===== src/rtl/mem_arbiter_pkg.sv =====
// Shared types and defaults for the unified-memory arbiter.
// Owner/state encodings are also used by the bench through DBG_STATE.
package mem_arbiter_pkg;

  typedef enum logic [1:0] {
    IDLE   = 2'd0,
    ACCESS = 2'd1,
    DONE   = 2'd2
  } state_t;

  typedef enum logic {
    OWN_IF = 1'b0,
    OWN_D  = 1'b1
  } owner_t;

  localparam int DEF_DEPTH   = 2048;
  localparam int DEF_IM_BASE = 1024;

  // A store may only land below the instruction image and inside the array.
  function automatic logic store_blocked(input logic [31:0] addr,
                                         input int          im_base,
                                         input int          depth);
    return (addr >= 32'(im_base)) || (addr >= 32'(depth));
  endfunction

endpackage


===== src/rtl/mem_arbiter_if.sv =====
// Request/acknowledge bus between the two MIPS requesters, the arbiter and
// the unified memory.
interface mem_arbiter_if;
  // Handshake: a requester raises REQ with ADDR/WE/WD and holds all of them
  // stable until the single-cycle ACK; RD is valid in the ACK cycle and then
  // held. REQ still high after ACK is a fresh request.
  logic        IF_REQ;
  logic [31:0] IF_ADDR;
  logic        IF_ACK;
  logic [31:0] IF_RD;

  logic        D_REQ;
  logic        D_WE;
  logic [31:0] D_ADDR;
  logic [31:0] D_WD;
  logic        D_ACK;
  logic [31:0] D_RD;
  logic        D_ERR;

  logic        MWE;
  logic [31:0] MRA;
  logic [31:0] MWD;
  logic [31:0] MRD;

  modport master (
    output IF_REQ, IF_ADDR, D_REQ, D_WE, D_ADDR, D_WD,
    input  IF_ACK, IF_RD, D_ACK, D_RD, D_ERR
  );

  modport slave (
    input  IF_REQ, IF_ADDR, D_REQ, D_WE, D_ADDR, D_WD, MRD,
    output IF_ACK, IF_RD, D_ACK, D_RD, D_ERR, MWE, MRA, MWD
  );

  modport mem (
    input  MWE, MRA, MWD,
    output MRD
  );
endinterface


===== src/rtl/mem_arb_pick.sv =====
// Combinational owner selection. With rr_ptr tied to OWN_IF this degenerates
// to fixed D-over-IF priority.
module mem_arb_pick
  import mem_arbiter_pkg::*;
(
  input  logic   if_req,
  input  logic   d_req,
  input  owner_t rr_ptr,
  output logic   valid,
  output owner_t owner
);

  always_comb begin
    valid = if_req | d_req;
    owner = OWN_IF;
    // D loses a tie only when it was the previous grantee.
    if (d_req && !(if_req && (rr_ptr == OWN_D))) begin
      owner = OWN_D;
    end
  end

endmodule


===== src/rtl/mem_arbiter.sv =====
// Single-port memory arbiter / access sequencer for the multicycle MIPS core.
// Define MEM_ARBITER_RR_EN for round-robin ties; default is fixed D-over-IF.
module mem_arbiter
  import mem_arbiter_pkg::*;
#(
  parameter int DEPTH       = DEF_DEPTH,
  parameter int IM_BASE     = DEF_IM_BASE,
  parameter int WAIT_CYCLES = 1
) (
  input  logic         CLK,
  input  logic         RST,
  mem_arbiter_if.slave bus,
  output state_t       DBG_STATE
);

  localparam int             WCW     = (WAIT_CYCLES > 1) ? $clog2(WAIT_CYCLES) : 1;
  localparam logic [WCW-1:0] WC_INIT = WCW'(WAIT_CYCLES - 1);

  state_t         state;
  owner_t         owner;
  logic           we_q;
  logic           blk_q;
  logic           oor_q;
  logic [WCW-1:0] wcnt;
  logic           if_ack_q;
  logic           d_ack_q;
  logic           d_err_q;
  logic           mwe_q;
  logic [31:0]    if_rd_q;
  logic [31:0]    d_rd_q;
  logic [31:0]    mra_q;
  logic [31:0]    mwd_q;

  owner_t         rr_ptr;
  owner_t         pick_owner;
  logic           pick_valid;

  logic [31:0]    gnt_addr;
  logic [31:0]    gnt_wd;
  logic           gnt_we;
  logic           gnt_blk;
  logic           gnt_oor;

  mem_arb_pick u_pick (
    .if_req (bus.IF_REQ),
    .d_req  (bus.D_REQ),
    .rr_ptr (rr_ptr),
    .valid  (pick_valid),
    .owner  (pick_owner)
  );

`ifdef MEM_ARBITER_RR_EN
  owner_t rr_q;

  always_ff @(posedge CLK) begin
    if (RST) begin
      rr_q <= OWN_IF;
    end else if ((state == IDLE) && pick_valid) begin
      rr_q <= pick_owner;
    end
  end

  assign rr_ptr = rr_q;
`else
  assign rr_ptr = OWN_IF;
`endif

  // Request fields of whichever side wins this IDLE cycle.
  always_comb begin
    gnt_addr = bus.IF_ADDR;
    gnt_wd   = '0;
    gnt_we   = 1'b0;
    gnt_blk  = 1'b0;
    gnt_oor  = 1'b0;
    if (pick_owner == OWN_D) begin
      gnt_addr = bus.D_ADDR;
      gnt_wd   = bus.D_WD;
      gnt_we   = bus.D_WE;
      gnt_oor  = (bus.D_ADDR >= 32'(DEPTH));
      gnt_blk  = bus.D_WE && store_blocked(bus.D_ADDR, IM_BASE, DEPTH);
    end
  end

  always_ff @(posedge CLK) begin
    if (RST) begin
      state    <= IDLE;
      owner    <= OWN_IF;
      we_q     <= 1'b0;
      blk_q    <= 1'b0;
      oor_q    <= 1'b0;
      wcnt     <= '0;
      if_ack_q <= 1'b0;
      d_ack_q  <= 1'b0;
      if_rd_q  <= '0;
      d_rd_q   <= '0;
      d_err_q  <= 1'b0;
      mwe_q    <= 1'b0;
      mra_q    <= '0;
      mwd_q    <= '0;
    end else begin
      case (state)
        IDLE: begin
          if (pick_valid) begin
            owner <= pick_owner;
            we_q  <= gnt_we;
            blk_q <= gnt_blk;
            oor_q <= gnt_oor;
            wcnt  <= WC_INIT;
            mra_q <= gnt_addr;
            mwd_q <= gnt_wd;
            // A single-cycle access makes the first ACCESS cycle the write cycle.
            mwe_q <= (WAIT_CYCLES == 1) && gnt_we && !gnt_blk;
            state <= ACCESS;
          end
        end

        ACCESS: begin
          if (wcnt == '0) begin
            if (owner == OWN_D) begin
              d_rd_q  <= oor_q ? 32'h0 : bus.MRD;
              d_ack_q <= 1'b1;
              if (blk_q || oor_q) begin
                d_err_q <= 1'b1;
              end
            end else begin
              if_rd_q  <= bus.MRD;
              if_ack_q <= 1'b1;
            end
            mwe_q <= 1'b0;
            mra_q <= '0;
            mwd_q <= '0;
            state <= DONE;
          end else begin
            wcnt  <= wcnt - 1'b1;
            mwe_q <= (wcnt == WCW'(1)) && we_q && !blk_q;
          end
        end

        DONE: begin
          if_ack_q <= 1'b0;
          d_ack_q  <= 1'b0;
          state    <= IDLE;
        end

        default: state <= IDLE;
      endcase
    end
  end

  // Gating with RST keeps an abort from committing a write on the reset edge.
  assign bus.MWE    = mwe_q & ~RST;
  assign bus.MRA    = mra_q;
  assign bus.MWD    = mwd_q;
  assign bus.IF_ACK = if_ack_q;
  assign bus.IF_RD  = if_rd_q;
  assign bus.D_ACK  = d_ack_q;
  assign bus.D_RD   = d_rd_q;
  assign bus.D_ERR  = d_err_q;
  assign DBG_STATE  = state;

endmodule

===== src/flat_wrapper.sv =====
// flat-port wrapper written by rule: the top's interface ports become plain ports
module mem_arbiter_flat import mem_arbiter_pkg::*;
#(
  parameter int DEPTH       = DEF_DEPTH,
  parameter int IM_BASE     = DEF_IM_BASE,
  parameter int WAIT_CYCLES = 1
)
  (CLK, RST, DBG_STATE, bus_IF_REQ, bus_IF_ADDR, bus_D_REQ, bus_D_WE, bus_D_ADDR, bus_D_WD, bus_MRD, bus_IF_ACK, bus_IF_RD, bus_D_ACK, bus_D_RD, bus_D_ERR, bus_MWE, bus_MRA, bus_MWD);
  mem_arbiter_if bus_i ();
  input  logic CLK;
  input  logic RST;
  output state_t DBG_STATE;
  input wire logic [$bits(bus_i.IF_REQ)-1:0] bus_IF_REQ;
  input wire logic [$bits(bus_i.IF_ADDR)-1:0] bus_IF_ADDR;
  input wire logic [$bits(bus_i.D_REQ)-1:0] bus_D_REQ;
  input wire logic [$bits(bus_i.D_WE)-1:0] bus_D_WE;
  input wire logic [$bits(bus_i.D_ADDR)-1:0] bus_D_ADDR;
  input wire logic [$bits(bus_i.D_WD)-1:0] bus_D_WD;
  input wire logic [$bits(bus_i.MRD)-1:0] bus_MRD;
  output wire logic [$bits(bus_i.IF_ACK)-1:0] bus_IF_ACK;
  output wire logic [$bits(bus_i.IF_RD)-1:0] bus_IF_RD;
  output wire logic [$bits(bus_i.D_ACK)-1:0] bus_D_ACK;
  output wire logic [$bits(bus_i.D_RD)-1:0] bus_D_RD;
  output wire logic [$bits(bus_i.D_ERR)-1:0] bus_D_ERR;
  output wire logic [$bits(bus_i.MWE)-1:0] bus_MWE;
  output wire logic [$bits(bus_i.MRA)-1:0] bus_MRA;
  output wire logic [$bits(bus_i.MWD)-1:0] bus_MWD;
  assign bus_i.IF_REQ = bus_IF_REQ;
  assign bus_i.IF_ADDR = bus_IF_ADDR;
  assign bus_i.D_REQ = bus_D_REQ;
  assign bus_i.D_WE = bus_D_WE;
  assign bus_i.D_ADDR = bus_D_ADDR;
  assign bus_i.D_WD = bus_D_WD;
  assign bus_i.MRD = bus_MRD;
  assign bus_IF_ACK = bus_i.IF_ACK;
  assign bus_IF_RD = bus_i.IF_RD;
  assign bus_D_ACK = bus_i.D_ACK;
  assign bus_D_RD = bus_i.D_RD;
  assign bus_D_ERR = bus_i.D_ERR;
  assign bus_MWE = bus_i.MWE;
  assign bus_MRA = bus_i.MRA;
  assign bus_MWD = bus_i.MWD;
  mem_arbiter #(.DEPTH(DEPTH), .IM_BASE(IM_BASE), .WAIT_CYCLES(WAIT_CYCLES)) u_core (.CLK(CLK), .RST(RST), .bus(bus_i), .DBG_STATE(DBG_STATE));
endmodule

===== config.mk =====
export PLATFORM = sky130hd
export DESIGN_NAME = mem_arbiter_flat
export DESIGN_NICKNAME = d
export VERILOG_FILES = /design/src/rtl/mem_arbiter_pkg.sv /design/src/rtl/mem_arbiter_if.sv /design/src/rtl/mem_arb_pick.sv /design/src/rtl/mem_arbiter.sv /design/src/flat_wrapper.sv
export SDC_FILE = /design/constraint.sdc
export NUM_CORES = 1
export LEC_CHECK = 0
export BUFFER_PORTS_ARGS = -buffer_cell sky130_fd_sc_hd__buf_2
export CAP_MARGIN = 20
export CORE_ASPECT_RATIO = 0.5
export CORE_MARGIN = 3
export CORE_UTILIZATION = 40
export CTS_BUF_LIST = sky130_fd_sc_hd__clkbuf_4
export DETAILED_ROUTE_END_ITERATION = 10
export PLACE_DENSITY = 0.77
export SLEW_MARGIN = 25
export SYNTH_ARGS = -nofsm -noshare
export SYNTH_HDL_FRONTEND = slang
export SYNTH_HIERARCHICAL = 1
export SYNTH_SLANG_ARGS = --single-unit

===== constraint.sdc =====
create_clock -name CLK -period 3.21 [get_ports CLK]
set_clock_uncertainty 0.2 [all_clocks]
set_input_delay 0.4815 -clock CLK [delete_from_list [all_inputs] [get_ports CLK]]
set_output_delay 0.4815 -clock CLK [all_outputs]
set_load 0.005 [all_outputs]

# Yosys cells after proc, flatten, opt, wreduce, memory -nomap -nowiden
# Index checks and enable logic that the tools add are counted.
[classes] eq_ne=6 mul=0 n_bitwise=5 n_addsub=1 div_mod_pow=0 n_shift=0 reduce_logical=20 magnitude_cmp=2 muxes=27
[op_table] operator="$mux W32" n=6
[op_table] operator="$pmux W32 S2" n=2
[op_table] operator="$ge A32 B11 Y1 const B" n=1
[op_table] operator="$ge A32 B12 Y1 const B" n=1
[op_table] operator="$reduce_and A3 Y1" n=5
[op_table] operator="$mux W1" n=12
[op_table] operator="$pmux W1 S2" n=4
[op_table] operator="$reduce_and A2 Y1" n=3
[op_table] operator="$logic_and A1 B1 Y1" n=4
[op_table] operator="$mux W2" n=2
[op_table] operator="$ne A2 B1 Y1 const B" n=2
[op_table] operator="$ne A2 B2 Y1 const B" n=2
[op_table] operator="$pmux W2 S2" n=1
[op_table] operator="$reduce_and A4 Y1" n=1
[op_table] operator="$reduce_bool A2 Y1" n=2
[op_table] operator="$not A1 Y1" n=3
[op_table] operator="$eq A2 B1 Y1 const B" n=1
[op_table] operator="$eq A2 B2 Y1 const B" n=1
[op_table] operator="$logic_not A1 Y1" n=2
[op_table] operator="$logic_not A2 Y1" n=1
[op_table] operator="$logic_or A1 B1 Y1" n=2
[op_table] operator="$and A1 B1 Y1" n=1
[op_table] operator="$or A1 B1 Y1" n=1
[op_table] operator="$sub A1 B1 Y1 const B" n=1
[totals] mem_bits_rw=0 rom_bits=0 latchBits=0 out_inout_bits=134 n_memories=0 reg_bits=139

# Logic depth before layout (Yosys ltp)
# Gate-level depths: netlist (run 1).
[depth] ltp_word=8 mapped_depth=8 mapped_depth_nobuf=6

# Hierarchy
# Netlist (run 1), hierarchy kept.
[modules_own_cells] module="mem_arbiter" n_inst=1 seq_area_each_um2=2742.6 cells_each=545 area_each_um2=5054.8
[modules_own_cells] module="mem_arb_pick" n_inst=1 seq_area_each_um2=0.0 cells_each=2 area_each_um2=13.8

# Worst setup path before layout (run 1)
# Ideal clock, no wire load.
[synth_path] path_kind="input port to flip-flop" from="input bus_IF_REQ" to="register u_core.mwd_q[10], in the netlist u_core/bus.MWD[10]" setup_slack_ps=1297 path_buffers=2 arrival_ps=1596 cell_stages=8 setup_ps=117 cell_sequence="or2_1 > nor3b_2 > nand2b_2 > inv_2 > and2_1 > buf_2 > buf_4 > a22o_1"
[synth_between] elab_chain_len=3
[synth_lines] element="from (decl)" line_no="flat_wrapper.sv:13" source="input wire logic [$bits(bus_i.IF_REQ)-1:0] bus_IF_REQ;"
[synth_lines] element="$or A1 B1 Y1" line_no="mem_arb_pick.sv:14" source="valid = if_req | d_req;"
[synth_lines] element="$ne A2 B1 Y1 (no source line)"
[synth_lines] element="$reduce_and A3 Y1 (no source line)"
[synth_lines] element="to (signal assigned)" line_no="mem_arbiter.sv:110" source="mwd_q <= gnt_wd;"
[synth_lines] element="to (decl)" line_no="mem_arbiter.sv:32" source="logic [31:0] mwd_q;"
# No other way between the ends.
# A chain may end at the register's enable or synchronous reset.

# Worst setup path in the final report (run 1)
[layout_path] from="input RST" to="output bus_MWE"
[layout_between] elab_chain_len=2
[layout_lines] element="from (decl)" line_no="flat_wrapper.sv:11" source="input logic RST;"
[layout_lines] element="$not A1 Y1" line_no="mem_arbiter.sv:151" source="assign bus.MWE = mwe_q & ~RST;"
[layout_lines] element="$and A1 B1 Y1" line_no="mem_arbiter.sv:151"
[layout_lines] element="to (decl)" line_no="flat_wrapper.sv:25" source="output wire logic [$bits(bus_i.MWE)-1:0] bus_MWE;"
# No other way between the ends.

==> results.py, run 1 <==
metrics = {
    "sta": {
        "layout_min_cycle_time_ns": 2.28,
        "fin_ws_ns": 0.931,
        "rsz0062_at_grt": "no",
        "worst_pin_slew_ns": 0.830,
        "fin_crit_sh_pct": 71.0,
        "fmax_ghz": 0.439,
        "tns_ns": 0,
        "drv_slew": 0,
        "hold_violations": 0,
        "setup_viol": 0,
        "slew_headroom_pct": 44.7,
    },
    "floorplanning": {
        "io_pins": 267,
        "fp.dieH_um": 85.6,
        "rows": 28,
        "die_x_um": 165,
        "die-area_mm2": 0.0141,
        "core_area_mm2": 0.0121,
        "start_util_pct": 41.9,
    },
    "routing": {
        "remaining_drc_errors": 0,
        "wl_um": 15900,
        "num_vias": 5083,
        "vias_per_cell": 4.89,
        "wl_per_cell_um": 15.3,
        "drtIter0Drc": 430,
        "drtPass1Iterations": 7,
        "ant_nets": 0,
    },
    "global_route": {
        "globalRouteMet1Util_pct": 25.0,
        "antenna_found_initial": 1,
        "use_met2_pct": 39.3,
        "gr-max-usage-layer": "met2",
        "grt_use_total_pct": 21.7,
        "grt_max_degree": 80,
        "met3_usage_pct": 4.78,
        "grt_pass1_vias": 4932,
        "grt_pass1_wl_um": 24600,
        "overflow": 0,
    },
    "min_path": {
        "hp-class": "in -> reg",
        "hold_end": "u_core/bus.MRA[5]$_SDFFE_PP0P_",
        "hp-start": "bus_D_ADDR[5]",
        "hold_depth": 3,
    },
    "synth": {
        "syn_area_mm2": 0.00507,
        "synth.most_common_cell": "dfxtp_1",
        "syn-num-nets": 680,
        "syn_inst": 547,
        "yosysUniqueCellTypes": 36,
        "synth_top_area_cell": "dfxtp_1",
        "ys_seq_area_share_pct": 54.1,
        "ys_top_cells_by_area": "dfxtp_1 54%, nand2_1 6.6%, a21oi_1 6.5%",
        "synth_common_cells": "137 x dfxtp_1, 89 x nand2_1, 66 x a21oi_1",
        "synth-seq-cells": 137,
        "synth_async_sr_flop_share_pct": 0,
        "ys.flop_type": "dfxtp_1",
        "synth_edf_count": 0,
        "avgSynthCellArea_um2": 9.27,
        "synth_top_cell_area_share_pct": 54.1,
        "yosysWarnings": 6,
    },
    "status": {
        "status": "finished, final reports clean",
    },
    "setup_path": {
        "worstPathRequired_ns": 2.53,
        "worstPathMaxFanout": 79,
        "crit_slowest_cell": "buf_4",
        "crit_chain": "buf_2 > buf_4 > nor2b_1 > buf_2",
        "cp_common_cell": "buf_2",
        "setup.worst_path.end_class": "output port",
        "crit_type": "in -> out",
        "rr_worst_depth": 4,
        "worstReg2RegEnd": "u_core/bus.MWD[1]$_SDFFE_PP0P_",
        "start_kind": "primary input",
        "r2r-start": "u_core/DBG_STATE[0]$_SDFFE_PP0P_",
        "cpPeakStageDelay_ns": 0.66,
        "worst-endpoint-arrival_ns": 1.60,
        "r2r_slack_ns": 1.21,
    },
    "clocking": {
        "cts_resized": 0,
        "cts_tree": "yes",
        "clock_sinks": 137,
        "root_buffer": "clkbuf_4",
        "clk_latency_ns": 0.50,
        "post_cts_buffers": 0,
        "cts_made_buffers": 17,
        "cts_buffer_depth": 2,
        "hold_buffers": 64,
        "clkTransAtPathRegs_ns": 0.13,
        "cts_max_level": 4,
    },
    "power": {
        "p_leak_nw": 3.51,
        "power_mw": 3.68,
        "peakVddDrop_mv": 0.268,
        "cellPowerDensity_mw_per_mm2": 494,
    },
    "placement": {
        "port_buffers": 266,
        "place_hpwl_um": 10800,
        "gp_congestion": 0.828,
        "pre_cts_ws_ns": 0.654,
        "place_area_mm2": 0.00647,
    },
    "cells_and_area": {
        "diodes": 0,
        "fin_area_mm2": 0.00745,
        "drive_gt1_share_pct": 36.5,
        "nets": 994,
        "layout-area-overhead-vs-synth_pct": 47.0,
    },
    "flow_run": {
        "cap_viol_max_count": 0,
    },
}
==> through the flow <==
stage                     hold WS, ns  utilization (%)  cells
final                          0.0367             61.6   1039
after global routing           0.0164             61.6   1039
after CTS                   0.0000162             61.6   1039
after detailed placement        0.242             53.6    943
after global placement          0.232             53.6    943
after floorplan                 0.245                -    547
==> flip-flops by register name, summed over array words and instances (netlist names) <==
| register | count |
|---|---|
| u_core/blk_q | 1 |
| u_core/owner | 1 |
| u_core/mwe_q | 1 |
| u_core/DBG_STATE | 2 |
| u_core/bus.D_RD | 32 |
| u_core/oor_q | 1 |
| u_core/bus.MRA | 32 |
| u_core/bus.IF_ACK | 1 |
| u_core/bus.D_ERR | 1 |
| u_core/bus.D_ACK | 1 |
| u_core/bus.IF_RD | 32 |
| u_core/bus.MWD | 32 |
==> cell type report <==
type                            count  area, µm²
Fill cell                        1035       4640
Tap cell                          165        206
Clock inverter                     15        206
Sequential cell                   137       2740
Multi-Input combinational cell    363       2110
Timing Repair Buffer              340       2050
Inverter                            2       7.51
Clock buffer                       17        128
==> critical path, delay by kind of cell <==
kind	cells	cell delay [ns]
buffers and inverters	3	0.98
AND/OR/NAND/NOR	1	0.13
==> worst max path at each step <==
stage          cells past startpoint  slack, ns  startpoint                         endpoint
3_5_place_dp                       7       0.65  bus_IF_REQ   u_core/bus.MWD[1]$_SDFFE_PP0P_
4_1_cts                            4       0.92         RST                          bus_MWE
2_1_floorplan                      8       1.30  bus_IF_REQ  u_core/bus.MWD[10]$_SDFFE_PP0P_
6_report                           4       0.93         RST                          bus_MWE
5_1_grt                            4       0.83         RST                          bus_MWE
3_3_place_gp                       7       0.71  bus_IF_REQ  u_core/bus.MWD[14]$_SDFFE_PP0P_
==> routing by layer <==
layer	vias to the layer above	wire length (µm)
met5	-	13
met4	2	429
met3	40	990
met2	215	8030
met1	2310	6430
li1	2516	-
==> report_power, final <==
part | internal [mW] | switching, mW
clock | 0.685 | 0.630
sequential | 1.79 | 0.0454
combinational | 0.265 | 0.268
==> layout by cell type (no fill, tap or decap), types with 2 or more instances in the layout <==
cell type and n:
clkbuf_4 17, a22o_1 31, mux2i_1 27, dfxtp_1 137, o21ai_1 22, buf_4 10, a211oi_1 5, a21oi_1 66
clkinv_4 2, nor2_1 50, nand2b_1 4, a22oi_1 6, or2_1 2, dlygate4sd3_1 64, clkinv_2 4, bufinv_16 5
nor3b_1 32, nor3_1 2, clkinv_1 3, nand2_1 89, buf_2 266, nor4_1 4, mux2_2 6
==> kinds of logic after synthesis <==
group           Yosys count  synth area share [%]
simple gates            193                  17.8
flops                   137                  54.1
compound gates          136                  16.7
buf+inv                  47                  4.67
mux                      33                  6.66
other cells               1                0.0740
(Power assumes the default switching activity.)
==> run 2, diff against run 1 <==
==> constraint.sdc (replaced) <==
create_clock -name CLK -period 2.3 [get_ports CLK]
set_clock_uncertainty 0.2 [all_clocks]
set_input_delay 0.345 -clock CLK [delete_from_list [all_inputs] [get_ports CLK]]
set_output_delay 0.345 -clock CLK [all_outputs]
set_load 0.005 [all_outputs]
==> run 2 against run 1 <==
Worst hold slack got worse by 0.0088 ns. Routed wire length is 10% higher. Count of clock-buffer cells in the layout is 1 higher.
==> results.py, run 2 (synthesized netlist as in run 1, its figures left out) <==
metrics = {
    "sta": {
        "fmax_ghz": 0.469,
        "hold_violations": 0,
        "setup_viol": 0,
        "drv_slew": 0,
        "tns_ns": 0,
        "holdWs_ns": 0.0279,
        "layout_min_cycle_time_ns": 2.13,
        "rsz0062_at_grt": "no",
        "fin_crit_sh_pct": 92.6,
    },
    "floorplanning": {
        "fp.dieH_um": 85.6,
        "rows": 28,
        "die_x_um": 165,
        "start_util_pct": 41.9,
        "io_pins": 267,
        "die-area_mm2": 0.0141,
        "core_area_mm2": 0.0121,
    },
    "routing": {
        "drtIter0Drc": 336,
        "wl_um": 17500,
        "drtPass1Iterations": 4,
        "vias_per_cell": 4.92,
        "remaining_drc_errors": 0,
        "ant_nets": 0,
        "wl_per_cell_um": 16.0,
        "num_vias": 5388,
    },
    "power": {
        "seq_power_share_pct": 51.4,
        "peakVddDrop_mv": 0.271,
        "cellPowerDensity_mw_per_mm2": 621,
        "switchingPower_mw": 1.29,
        "power.share.clock_pct": 31.1,
        "p_leak_nw": 3.74,
        "netSwitchingFraction_pct": 25.9,
        "power_frac_comb_pct": 17.5,
        "p_int_mw": 3.69,
    },
    "cells_and_area": {
        "ff_latch_area_mm2": 0.00274,
        "multi_input_area_mm2": 0.00211,
        "nets": 1053,
        "fillers": 975,
        "layout_common_cells": "266 x buf_2, 137 x dfxtp_1, 122 x dlygate4sd3_1, 89 x nand2_1, 66 x a21oi_1",
        "final_common_cell": "buf_2",
        "drive_gt1_share_pct": 33.9,
        "layout-area-overhead-vs-synth_pct": 58.3,
    },
    "clocking": {
        "clk_latency_ns": 0.49,
        "cts_made_buffers": 17,
        "cts_buffer_depth": 2,
        "root_buffer": "clkbuf_4",
        "cts_max_level": 4,
        "post_cts_buffers": 0,
        "clock_sinks": 137,
        "cts_tree": "yes",
        "clkTransAtPathRegs_ns": 0.11,
    },
    "min_path": {
        "hp-class": "in -> reg",
    },
    "global_route": {
        "overflow": 0,
        "grt_use_total_pct": 24.4,
        "antenna_found_initial": 0,
        "grt_max_degree": 81,
        "grt_pass1_wl_um": 27400,
        "grt_pass1_vias": 5476,
    },
    "setup_path": {
        "worst-endpoint-arrival_ns": 1.58,
        "cpPeakStageDelay_ns": 0.54,
        "crit_chain": "dlygate4sd3_1 > buf_2 > buf_12 > nor2b_1 > buf_2",
        "worstPathMaxFanout": 80,
        "cp_common_cell": "buf_2",
        "crit_type": "in -> out",
        "crit_slowest_cell": "dlygate4sd3_1",
        "critPathBufInv": 4,
        "crit_family": "buffers and inverters",
        "setup.worst_path.end_class": "output port",
        "start_kind": "primary input",
        "worstPathRequired_ns": 1.75,
    },
    "placement": {
        "gp_congestion": 0.800,
        "port_buffers": 266,
        "place_hpwl_um": 10700,
    },
    "status": {
        "status": "finished, final reports clean",
    },
    "flow_run": {
        "cap_viol_max_count": 0,
    },
}
## run 2: per-layer routing
layer	vias up	track usage [%]	wire (µm)
met1	2462	26.5	6690
met5	-	0	0
met3	64	5.35	1120
met4	0	13.0	722
li1	2625	-	-
met2	237	44.6	8950
## run 2: area by class of cell
class	count	area share, %
antenna	1	0.0312
clock buffer	18	1.68
clock inverter	11	1.65
inverter	2	0.0936
multi-input combinational	363	26.3
sequential	137	34.2
tap	165	2.57
timing repair buffer	399	33.5
## run 2: power by group through the flow
| stage | sequential (mW) | clock, mW | combinational, mW |
|---|---|---|---|
| 6_report | 2.56 | 1.55 | 0.870 |
| 4_1_cts | 2.56 | 1.59 | 0.847 |
| 5_1_grt | 2.58 | 1.70 | 0.945 |
| 3_3_place_gp | 2.61 | 0 | 0.656 |
| 3_5_place_dp | 2.61 | 0 | 0.669 |
| 2_1_floorplan | 2.62 | 0 | 0.323 |
## run 2: final timing paths
path	startpoint	end	slack, ns	cells past startpoint
min reg2reg	u_core/bus.MRA[30]$_SDFFE_PP0P_	u_core/bus.MRA[30]$_SDFFE_PP0P_	0.25	2
min	bus_D_ADDR[6]	u_core/bus.MRA[6]$_SDFFE_PP0P_	0.03	4
max reg2reg	u_core/DBG_STATE[0]$_SDFFE_PP0P_	u_core/bus.D_RD[17]$_SDFFE_PP0P_	0.45	5
max	RST	bus_MWE	0.17	5
## run 2: worst register-to-register path, delay by kind of cell (launching register included)
family	cells	cell delay, ns
flip-flops	1	0.46
AND/OR/NAND/NOR	3	0.73
buffers and inverters	1	0.33
AO/OA/AOI/OAI	1	0.06
## run 2: through the flow
stage	cells	total power [mW]	area, µm²	setup WS [ns]	utilization, %
finish	1096	4.98	8020	0.170	66.4
global placement	944	3.26	6530	0.349	54.0
floorplan	547	2.94	5070	0.524	-
detailed placement	944	3.28	6530	0.319	54.0
global route	1095	5.23	8020	0.0912	66.4
CTS	1095	5.00	8020	0.134	66.4
## run 2: what timing repair did
| action | in CTS | in global routing |
|---|---|---|
| hold buffers | 122 | 0 |
| resized for setup | 0 | 0 |
| endpoints found under the hold margin | 96 | 0 |
==> run 3, diff against run 2 <==
--- a/config.mk
+++ b/config.mk
@@ -5,12 +5,12 @@
 export SDC_FILE = /design/constraint.sdc
 export NUM_CORES = 1
 export LEC_CHECK = 0
+export ABC_CLOCK_PERIOD_IN_PS = 2300
 export BUFFER_PORTS_ARGS = -buffer_cell sky130_fd_sc_hd__buf_2
 export CAP_MARGIN = 20
 export CORE_ASPECT_RATIO = 0.5
 export CORE_MARGIN = 3
 export CORE_UTILIZATION = 40
-export CTS_BUF_LIST = sky130_fd_sc_hd__clkbuf_4
 export DETAILED_ROUTE_END_ITERATION = 10
 export PLACE_DENSITY = 0.77
 export SLEW_MARGIN = 25
@@ -18,3 +18,4 @@
 export SYNTH_HDL_FRONTEND = slang
 export SYNTH_HIERARCHICAL = 1
 export SYNTH_SLANG_ARGS = --single-unit
+export TNS_END_PERCENT = 10
==> run 3 against run 2 <==
Via count decreased by 7.1%. Die area unchanged. Global-route usage decreased by 2.3 points. First-iteration DRC count decreased by 1.5%. Clock power increased by 77%. Routed wire length decreased by 8.5%. Critical path depth unchanged. Setup slack improved by 0.18 ns. Highest routed layer unchanged.
==> results.py, run 3 (synthesized netlist as in run 1, its figures left out) <==
metrics = {
    "global_route": {
        "antenna_found_initial": 0,
        "grt_pass1_vias": 4921,
        "overflow": 0,
        "grt_pass1_wl_um": 24800,
        "grt_max_degree": 81,
        "grt_use_total_pct": 22.1,
    },
    "min_path": {
        "hp-class": "in -> reg",
        "hp-start": "bus_MRD[6]",
        "hold_depth": 3,
    },
    "setup_path": {
        "r2r-start": "u_core/DBG_STATE[0]$_SDFFE_PP0P_",
        "path_depth": 5,
        "setup.worst_path.end_class": "flop",
        "worstPathMaxFanout": 57,
        "start_kind": "flop",
        "crit_type": "reg -> reg",
        "critPathBufInv": 1,
        "worstPathRequired_ns": 2.42,
        "worst-endpoint-arrival_ns": 2.08,
        "crit_slowest_cell": "dfxtp_1",
        "worstSetupStartpoint": "u_core/DBG_STATE[0]$_SDFFE_PP0P_",
        "rr_worst_depth": 5,
        "crit_family": "simple AND/OR/NAND/NOR gates",
        "crit_chain": "nand3b_1 > buf_12 > nor3b_1 > a21oi_1 > nor2_1",
        "cpPeakStageDelay_ns": 0.45,
    },
    "sta": {
        "fin_crit_sh_pct": 84.9,
        "tns_ns": 0,
        "setup_viol": 0,
        "holdWs_ns": 0.0152,
        "fmax_ghz": 0.512,
        "drv_slew": 0,
        "rsz0062_at_grt": "no",
        "layout_min_cycle_time_ns": 1.95,
        "hold_violations": 0,
    },
    "routing": {
        "vias_per_cell": 4.84,
        "drtPass1Iterations": 5,
        "top_layer": "met4",
        "remaining_drc_errors": 0,
        "wl_met1_um": 6570,
        "wl_um": 16000,
        "drtIter0Drc": 331,
        "wl_per_cell_um": 15.5,
        "met2_length_um": 8210,
        "wl_met3_um": 717,
        "num_vias": 5005,
        "ant_nets": 0,
    },
    "power": {
        "cellPowerDensity_mw_per_mm2": 782,
        "p_int_mw": 4.68,
        "p_leak_nw": 3.63,
        "peakVddDrop_mv": 0.452,
        "netSwitchingFraction_pct": 22.8,
        "power_frac_comb_pct": 12.5,
        "power.share.clock_pct": 45.3,
        "switchingPower_mw": 1.38,
        "seq_power_share_pct": 42.3,
    },
    "placement": {
        "gp_congestion": 0.800,
        "place_hpwl_um": 10700,
        "dp.cells": 944,
        "port_buffers": 266,
        "place_area_mm2": 0.00653,
    },
    "status": {
        "status": "finished, final reports clean",
    },
    "cells_and_area": {
        "layout-area-overhead-vs-synth_pct": 53.0,
        "ff_latch_area_mm2": 0.00274,
        "fin_area_mm2": 0.00775,
        "final_core_util_pct": 64.2,
        "multi_input_area_mm2": 0.00211,
        "nets": 993,
        "drive_gt1_share_pct": 36.6,
        "final_common_cell": "buf_2",
        "diodes": 0,
        "fillers": 1027,
        "final_cells": 1035,
        "layout_common_cells": "266 x buf_2, 137 x dfxtp_1, 89 x nand2_1, 66 x a21oi_1, 62 x dlygate4sd3_1",
    },
    "floorplanning": {
        "fp.dieH_um": 85.6,
        "die_x_um": 165,
        "io_pins": 267,
        "rows": 28,
        "start_util_pct": 41.9,
        "core_area_mm2": 0.0121,
        "die-area_mm2": 0.0141,
    },
    "clocking": {
        "hold_buffers": 62,
        "cts_max_level": 4,
        "cts_tree": "yes",
        "post_cts_buffers": 0,
        "clock_sinks": 137,
        "clk_latency_ns": 0.39,
        "root_buffer": "clkbuf_16",
        "clkTransAtPathRegs_ns": 0.06,
        "cts_made_buffers": 17,
        "cts_resized": 0,
        "cts_buffer_depth": 2,
    },
    "flow_run": {
        "cap_viol_max_count": 0,
    },
}
==> run 3: changes by cell type in the layout (fill, tap and decap cells not counted), sizes merged <==
cell	change
clkbuf	+4
dlygate4sd3	-60
diode	-1
clkinv	-4
==> run 3: tightest hold or removal path, stage by stage <==
cell     delay (ns)
buf_2          0.11
nand2_1        0.05
a21oi_1        0.05
==> run 3: final timing paths <==
kind         slack (ns)                                to
min                0.02  u_core/bus.IF_RD[6]$_SDFFE_PP0P_
min reg2reg        0.24   u_core/bus.MRA[30]$_SDFFE_PP0P_
max                0.35  u_core/bus.D_RD[26]$_SDFFE_PP0P_
max reg2reg        0.35  u_core/bus.D_RD[26]$_SDFFE_PP0P_
==> run 3: power groups by stage <==
| stage | Clock [mW] | Sequential (mW) | Combinational [mW] |
|---|---|---|---|
| after floorplan | 0 | 2.62 | 0.323 |
| after global placement | 0 | 2.61 | 0.656 |
| after detailed placement | 0 | 2.61 | 0.669 |
| after CTS | 2.80 | 2.56 | 0.754 |
| after global routing | 2.92 | 2.58 | 0.830 |
| final | 2.74 | 2.56 | 0.756 |
==> run 3: metal layers <==
layer	vias up	global-route usage [%]
li1	2503	-
met1	2290	25.3
met2	175	40.1
met3	37	4.05
met4	0	10.4
met5	-	0
==> run 3: layout make-up <==
cell class	instances	share of cell area, %
clock inverters	7	1.52
flip-flops and latches	137	35.4
inverters	2	0.0968
clock buffers	22	6.24
well taps	165	2.66
repair buffers	339	26.9
multi-input cells	363	27.2
==> run 3: metrics by stage <==
| step | power (mW) | worst slack, ns |
|---|---|---|
| global route | 6.33 | 0.249 |
| CTS | 6.12 | 0.424 |
| global placement | 3.26 | 0.349 |
| floorplan | 2.94 | 0.524 |
| detailed placement | 3.28 | 0.319 |
| finish | 6.06 | 0.348 |
